===== src/rtl/pc_fetch_unit_if.sv =====
// Instruction-memory fetch channel between pc_fetch_unit and instruction memory.
//   imem_req   : fetch request, imem_addr valid while high (driven by fetch unit)
//   imem_addr  : 32-bit fetch address (driven by fetch unit)
//   imem_ack   : imem_rdata valid this cycle (driven by memory)
//   imem_rdata : 32-bit fetched instruction word (driven by memory)
// Modports: master = fetch unit side, slave = memory side.
interface pc_fetch_unit_if;
  logic        imem_req;
  logic [31:0] imem_addr;
  logic        imem_ack;
  logic [31:0] imem_rdata;

  modport master (
    output imem_req,
    output imem_addr,
    input  imem_ack,
    input  imem_rdata
  );

  modport slave (
    input  imem_req,
    input  imem_addr,
    output imem_ack,
    output imem_rdata
  );
endinterface


===== src/rtl/pc_fetch_unit.sv =====
// Program-counter stage: forms the next PC (sequential / branch / JAL / JALR), holds the PC
// register and runs a req/ack fetch handshake to instruction memory. One latched
// instruction per fetch is presented to decode/execute, with stall support.
//
// Ports:
//   clk, rst          : clock (rising edge), synchronous active-high reset
//   branch_sel[1:0]   : [0] conditional branch taken, [1] jump (bit 1 has priority)
//   jalr              : jump is JALR (rs1-based) when 1, JAL when 0
//   imm, rs1_data     : sign-extended immediate, JALR base register
//   stall             : hold current instruction and PC
//   imem              : fetch channel (master modport of pc_fetch_unit_if)
//   inst_out          : latched instruction for decode
//   inst_valid        : inst_out / pc_out valid
//   pc_out, pc_plus4  : PC of inst_out and its link value
//   misalign_trap     : one-cycle pulse on misaligned redirect (0 unless macro set)
//
// Configuration macro: MISALIGN_TRAP_EN
//   defined   : redirect target with bit 1 set sends the PC to TRAP_VEC and pulses
//               misalign_trap for one cycle.
//   undefined : redirect targets are forced word-aligned; misalign_trap is tied low.
module pc_fetch_unit #(
  parameter logic [31:0] RESET_PC = 32'h0000_0000,
  parameter logic [31:0] TRAP_VEC = 32'h0000_0100
) (
  input  logic                   clk,
  input  logic                   rst,
  input  logic [1:0]             branch_sel,
  input  logic                   jalr,
  input  logic [31:0]            imm,
  input  logic [31:0]            rs1_data,
  input  logic                   stall,
  pc_fetch_unit_if.master        imem,
  output logic [31:0]            inst_out,
  output logic                   inst_valid,
  output logic [31:0]            pc_out,
  output logic [31:0]            pc_plus4,
  output logic                   misalign_trap
);

  typedef enum logic [1:0] {
    StIdle,
    StReq,
    StExec
  } state_e;

  state_e      state_q, state_d;
  logic [31:0] pc_q, pc_d;
  logic [31:0] inst_q, inst_d;
  logic        valid_q, valid_d;

  logic [31:0] seq_pc;
  logic [31:0] target;
  logic        redirect;
  logic [31:0] next_pc;
  logic        trap_hit;

  // Target of a taken branch / jump; JALR clears bit 0 of its sum.
  always_comb begin
    seq_pc   = pc_q + 32'd4;
    redirect = (branch_sel != 2'b00);
    if (branch_sel[1] && jalr) begin
      target = (rs1_data + imm) & ~32'h1;
    end else begin
      target = pc_q + imm;
    end
  end

`ifdef MISALIGN_TRAP_EN
  logic trap_q;

  always_comb begin
    trap_hit = 1'b0;
    if (redirect && target[1]) begin
      next_pc  = TRAP_VEC;
      trap_hit = 1'b1;
    end else if (redirect) begin
      next_pc = target;
    end else begin
      next_pc = seq_pc;
    end
  end

  always_ff @(posedge clk) begin
    if (rst) begin
      trap_q <= 1'b0;
    end else begin
      // Pulses only in the cycle after the S_EXEC decision that redirected.
      trap_q <= (state_q == StExec) && !stall && trap_hit;
    end
  end

  assign misalign_trap = trap_q;
`else
  logic unused_trap_vec;

  always_comb begin
    trap_hit = 1'b0;
    next_pc  = redirect ? (target & ~32'h3) : seq_pc;
  end

  assign unused_trap_vec = ^{TRAP_VEC, trap_hit};
  assign misalign_trap   = 1'b0;
`endif

  always_comb begin
    state_d = state_q;
    pc_d    = pc_q;
    inst_d  = inst_q;
    valid_d = valid_q;
    case (state_q)
      StIdle: begin
        state_d = StReq;
      end
      StReq: begin
        // Zero-wait memory may ack in the first request cycle.
        if (imem.imem_ack) begin
          inst_d  = imem.imem_rdata;
          valid_d = 1'b1;
          state_d = StExec;
        end
      end
      StExec: begin
        // Stall wins over a same-cycle redirect; branch_sel is re-read once it drops.
        if (!stall) begin
          pc_d    = next_pc;
          valid_d = 1'b0;
          state_d = StReq;
        end
      end
      default: begin
        state_d = StIdle;
      end
    endcase
  end

  always_ff @(posedge clk) begin
    if (rst) begin
      state_q <= StIdle;
      pc_q    <= RESET_PC;
      inst_q  <= 32'h0;
      valid_q <= 1'b0;
    end else begin
      state_q <= state_d;
      pc_q    <= pc_d;
      inst_q  <= inst_d;
      valid_q <= valid_d;
    end
  end

  assign imem.imem_req  = (state_q == StReq);
  assign imem.imem_addr = pc_q;
  assign inst_out       = inst_q;
  assign inst_valid     = valid_q;
  assign pc_out         = pc_q;
  assign pc_plus4       = seq_pc;

endmodule


===== src/flat_wrapper.sv =====
// flat-port wrapper written by rule: the top's interface ports become plain ports
module pc_fetch_unit_flat 
#(
  parameter logic [31:0] RESET_PC = 32'h0000_0000,
  parameter logic [31:0] TRAP_VEC = 32'h0000_0100
)
  (clk, rst, branch_sel, jalr, imm, rs1_data, stall, inst_out, inst_valid, pc_out, pc_plus4, misalign_trap, imem_imem_req, imem_imem_addr, imem_imem_ack, imem_imem_rdata);
  pc_fetch_unit_if imem_i ();
  input  logic clk;
  input  logic rst;
  input  logic [1:0] branch_sel;
  input  logic jalr;
  input  logic [31:0] imm;
  input  logic [31:0] rs1_data;
  input  logic stall;
  output logic [31:0] inst_out;
  output logic inst_valid;
  output logic [31:0] pc_out;
  output logic [31:0] pc_plus4;
  output logic misalign_trap;
  output wire logic [$bits(imem_i.imem_req)-1:0] imem_imem_req;
  output wire logic [$bits(imem_i.imem_addr)-1:0] imem_imem_addr;
  input wire logic [$bits(imem_i.imem_ack)-1:0] imem_imem_ack;
  input wire logic [$bits(imem_i.imem_rdata)-1:0] imem_imem_rdata;
  assign imem_imem_req = imem_i.imem_req;
  assign imem_imem_addr = imem_i.imem_addr;
  assign imem_i.imem_ack = imem_imem_ack;
  assign imem_i.imem_rdata = imem_imem_rdata;
  pc_fetch_unit #(.RESET_PC(RESET_PC), .TRAP_VEC(TRAP_VEC)) u_core (.clk(clk), .rst(rst), .branch_sel(branch_sel), .jalr(jalr), .imm(imm), .rs1_data(rs1_data), .stall(stall), .imem(imem_i), .inst_out(inst_out), .inst_valid(inst_valid), .pc_out(pc_out), .pc_plus4(pc_plus4), .misalign_trap(misalign_trap));
endmodule

===== config.mk =====
export PLATFORM = sky130hd
export DESIGN_NAME = pc_fetch_unit_flat
export DESIGN_NICKNAME = d
export VERILOG_FILES = /design/src/rtl/pc_fetch_unit_if.sv /design/src/rtl/pc_fetch_unit.sv /design/src/flat_wrapper.sv
export SDC_FILE = /design/constraint.sdc
export NUM_CORES = 1
export LEC_CHECK = 0
export CAP_MARGIN = 20
export CORE_MARGIN = 3
export CORE_UTILIZATION = 47
export CTS_CLUSTER_DIAMETER = 40
export DETAILED_ROUTE_END_ITERATION = 8
export PLACE_DENSITY = 0.81
export SKIP_CTS_REPAIR_TIMING = 1
export SYNTH_ARGS = -nofsm -noshare
export SYNTH_HDL_FRONTEND = slang
export SYNTH_SLANG_ARGS = --single-unit

===== constraint.sdc =====
create_clock -name clk -period 3.29 [get_ports clk]
set_input_delay 0.4935 -clock clk [delete_from_list [all_inputs] [get_ports clk]]
set_output_delay 0.4935 -clock clk [all_outputs]
set_load 0.03 [all_outputs]

Word-level counts from Yosys, hierarchy flattened

Index checks and enable logic that the tools add are counted.
Widths: inputs -> output; s select.

Word-level logic and storage cells: 28
Memories kept: 0
Bits in writable memories: 0
ROM bits: 0
Register bits: 67
Input bits: 103
Latch bits: 0

Bitwise logic cells: 1
Reductions and logical operators: 8
Multiplexer cells: 8
$mul: 0
Divide/modulo/power cells: 0
Add/subtract/negate cells: 3
$lt $le $gt $ge: 0
Eq/ne operators: 4
Shifts and indexed selects: 0

Operators with widths:

| operator              | number |
|---|---|
| $add 32x32->32        | 2 |
| $mux 32               | 2 |
| $add 32x3->32 const B | 1 |
| $pmux 2 s3            | 1 |
| $reduce_and 2->1      | 3 |
| $mux 2                | 2 |
| $reduce_bool 2->1     | 2 |
| $reduce_and 3->1      | 1 |
| $eq 2x1->1 const B    | 1 |
| $eq 2x2->1 const B    | 1 |
| $logic_not 2->1       | 1 |
| $mux 1                | 2 |
| $ne 2x1->1 const B    | 1 |
| $ne 2x2->1 const B    | 1 |
| $pmux 1 s2            | 1 |
| $logic_and 1x1->1     | 1 |
| $not 1->1             | 1 |

Longest topological paths before layout

Depth in word-level cells: 3
Mapped depth: 10
Depth with buffers taken out: 9

Least setup slack after synthesis

Ideal clock, no wire load.

Kind: register -> register
Start: reg u_core.pc_q[6], in the netlist u_core.imem.imem_addr[6]
End: reg u_core.pc_q[26], in the netlist u_core.imem.imem_addr[26]
Setup time: 0.121 ns
Path buffers: 0
Clock period less this slack: 2.906 ns
Cell stages (with the launch flop): 10
Data required time: 3.169 ns
Setup slack: 0.384 ns
Arrival time: 2.785 ns
Cells stage by stage: dfxtp_1 -> ha_1 -> and2_4 -> a221o_1 -> or4b_4 -> nand3_2 -> a31oi_2 -> or4_1 -> a21oi_1 -> o31ai_1

Word-level cells in the longest chain between the ends: 3

Ends and longest elaborated chain:

| what                     | RTL line             | source |
|---|---|---|
| start: declaration       | pc_fetch_unit.sv:47  | `logic [31:0] pc_q, pc_d;` |
| start signal: assignment | pc_fetch_unit.sv:144 | `pc_q <= pc_d;` |
| $add 32x32->32           | pc_fetch_unit.sv:64  | `target = pc_q + imm;` |
| $mux 32                  | pc_fetch_unit.sv:61  | `if (branch_sel[1] && jalr) begin` |
| $mux 32 *                | pc_fetch_unit.sv:98  | `next_pc = redirect ? (target & ~32'h3) : seq_pc;` |

Mark *: on every way between the ends. The rest lies on a longest branch, timed or not.
A chain may end at the register's enable or synchronous reset.

Worst setup path in the final report

Start: reg u_core.pc_q[3], in the netlist u_core.imem.imem_addr[3]
End: out pc_plus4[14]

Word-level cells in the longest chain between the ends: 1

Ends and longest elaborated chain:

| what             | RTL line            | source |
|---|---|---|
| $add 32x3->32    | pc_fetch_unit.sv:59 | `seq_pc = pc_q + 32'd4;` |
| end: declaration | flat_wrapper.sv:19  | `output logic [31:0] pc_plus4;` |

No other way between the ends.

==> key figures <==
Logic synthesis
  • Mapped Area: 6560 um2
  • Ys Warns: 0
  • Commonest register cell after synthesis: dfxtp_1
  • Sequential fraction of the synthesis area: 0.199
  • Ys async rst share: 0
  • Synth Register Bits: 65
  • EDFF count, synth: 0
  • Synth Instances: 910
  • Unique cell type count in the Yosys netlist: 69
  • Syn_area_per_cell: 7.20 um2

STA
  • Tmin final: 3210 ps
  • Relative slew slack: 0.580
  • Clock skew: between 10 and 15 ps
  • Final max-slew violation count: 0
  • Final period util: 0.977
  • # setup viols final: 0
  • RSZ-0062 raised after global routing: false
  • Least-Margin Pin Slew: 630 ps
  • FMAX: 311 MHz
  • Fin. Hold Viols: 0

Clock network
  • Clk slew on worst S/H paths: 60 ps
  • CTS Root Cell: clkbuf_16
  • Clk sink count: 65
  • Num CTS Buffers: 9
  • Htree depth: 3
  • Clock Tree Buf Depth: 2
  • CTS tree: built
  • Clk_lat worst skew: 330 ps

GRT
  • GRT Total Usage: 0.287
  • Total grt overflow: 0
  • First-pass GRT wire length: 35200 um
  • Vias in the first global route: 6971
  • Initial antenna violation count: 0
  • Maximum number of pins on one net before global-route repair: 35

Power
  • Combinational share of power: 0.353
  • Leak: 3.82 nW
  • Clock power frac: 0.334
  • Switching share of power: 0.343
  • Power per cell area: 284 nW/um2
  • Register share of total power: 0.313
  • Switching Power: 0.000915 W
  • Cell Int Power: roughly 0.0018 W
  • Peak supply drop: 0.231 mV

Floorplan
  • Die X: ~120 um
  • Rows: 42
  • I/O pin total: 234
  • Die Y-Extent: 124 um
  • Core footprint: 13500 um2
  • Die ar.: 15400 um2
  • Initial Util: 0.487

Cells and area
  • Layout cells sized above 1: 0.0794
  • Final core occ: 0.699
  • # nets final: 1304
  • Cell area after layout: around 9400 um2
  • Antenna cells: 0
  • Layout area overhead: 43.4%

Setup path
  • Setup CP Type: reg2out
  • CP arrival: between 2000 and 3000 ps
  • Critical path capture point type: primary output
  • CP Max Fanout: 6
  • CP startpoint kind: register
  • Req. time, crit path: around 2800 ps

Placed design
  • Placer's final routability congestion estimate: 0.944
  • Post-DP Area: between 9000 and 10000 um2
  • Post-DP HPWL: 18400 um
  • # port buffers: approximately 230

Outcome
  • Status: finished clean

Routing
  • Vias per inst: 5.87
  • DRT Pass-1 Iters: 6
  • Drt wl/cell: ~17 um
  • Vias: 7764
  • Drt total wl: 23100 um
  • Residual DRC: 0
  • DRT iter0 DRCs: slightly below 900
  • Detail Route Antenna Nets: 0

Flow run
  • Max cap viols: 0

Min path
  • Worst hold path type: reg2reg
==> worst max-delay path: stages, from the launching register on <==
cell	delay [ps]
dfxtp_1	430
ha_1	360
and2_1	200
nand3_1	150
nor2_1	190
xor2_1	330
clkdlybuf4s50_1	740
==> Yosys cell counts, types with 6 or more instances <==
master    count  area [um2]
nand2_1     141         529
a21oi_1     103         515
nor2_1       68         255
dfxtp_1      65        1300
ha_1         60         751
o21ai_0      51         255
xnor2_1      43         377
buf_4        37         278
clkbuf_1     31         116
nand3_1      30         150
xor2_1       26         228
nor3_1       22         110
nand4_1      17         106
a31oi_1      15        93.8
a21o_1       14         105
o21a_1       12        90.1
and3_1       11        68.8
inv_1        11        41.3
and4_1       10        87.6
o211ai_1     10        75.1
a211oi_1      9        67.6
and2_1        8        50.1
o22ai_1       6        37.5
o31ai_1       6        45.0
==> logic make-up (layout without fill, tap and decap cells) <==
| kind of cell | after synthesis | after routing | share of synthesized area |
|---|---|---|---|
| mux | 5 | 5 | 0.00764 |
| xor+xnor | 69 | 69 | 0.0922 |
| simple gates | 342 | 342 | 0.246 |
| other cells | 1 | 7 | 0.000572 |
| buf+inv | 85 | 315 | 0.0702 |
| flops | 65 | 65 | 0.199 |
| fa+ha+maj | 60 | 60 | 0.115 |
| compound gates | 283 | 283 | 0.271 |
==> path summary, 6_finish.rpt <==
path / startpoint / end / slack [ps] / depth (start not counted)
setup / recovery: u_core.imem.imem_addr[3]$_SDFFE_PP0P_ / pc_plus4[14] / 80 / 6
hold / removal: u_core.inst_out[0]$_SDFFE_PP0P_ / u_core.inst_out[0]$_SDFFE_PP0P_ / 450 / 2
setup reg to reg: u_core.imem.imem_addr[5]$_SDFFE_PP0P_ / u_core.imem.imem_addr[26]$_SDFFE_PP0P_ / 300 / 10
hold reg to reg: u_core.inst_out[0]$_SDFFE_PP0P_ / u_core.inst_out[0]$_SDFFE_PP0P_ / 450 / 2
==> through the flow <==
stage / hold slack (ps) / TNS (ps) / std cells / worst slack (ps) / total power, W
6_report: 452 / 0 / 1322 / 76.5 / 0.00267
2_1_floorplan: 517 / 0 / 916 / 384 / 0.00142
4_1_cts: 455 / 0 / 1322 / 58.2 / 0.00267
3_5_place_dp: 447 / -97.4 / 1306 / -55.4 / 0.00178
3_3_place_gp: 441 / -13.0 / 1306 / -13.0 / 0.00177
5_1_grt: 476 / 0 / 1322 / 1.39 / 0.00280
==> cells in the final DEF (no fill, tap or decap), types with 5 or more instances in the layout <==
cell type        count
conb_1               7
nand2_1            141
clkdlybuf4s50_1    219
dfxtp_1             65
nand2b_1             5
and2_1               8
buf_4               62
inv_1               11
a22oi_1              5
o21ai_0             51
o21bai_1             5
xor2_1              26
nand4_1             17
mux2i_1              5
nor3_1              22
a21o_1              14
o211ai_1            10
and4_1              10
clkbuf_16            9
nor2_1              67
xnor2_1             43
a31oi_1             15
a211oi_1             9
a21oi_1            103
o31ai_1              6
o21a_1              12
nand3_1             30
ha_1                60
and3_1              11
dlymetal6s2s_1       6
o22ai_1              6
==> area by class of cell <==
cell class,count,area (um2)
inverter,11,41.3
clock inverter,7,53.8
multi-input combinational,766,4820
sequential,65,1300
clock buffer,9,225
fill,1172,4060
tap,176,220
timing repair buffer,288,2740
==> state kept, by name, summed over array words and instances (netlist names) <==
| signal | cells |
|---|---|
| u_core.state_q | 2 |
| u_core.inst_out | 32 |
| u_core.imem.imem_addr | 30 |
| u_core.inst_valid | 1 |
==> layer usage <==
metal | global-route usage | share of wire
met4 | 0.0924 | 0.030
met5 | 0 | 0
met1 | 0.392 | 0.42
met3 | 0.0495 | 0.094
met2 | 0.461 | 0.46
==> power by group through the flow <==
stage                     Clock [W]  Sequential, W  Combinational (W)
final                      0.000893       0.000837           0.000942
after global routing       0.000940       0.000841            0.00102
after CTS                  0.000898       0.000837           0.000932
after detailed placement          0       0.000854           0.000929
after global placement            0       0.000853           0.000919
after floorplan                   0       0.000908           0.000508
(Power assumes the default switching activity.)
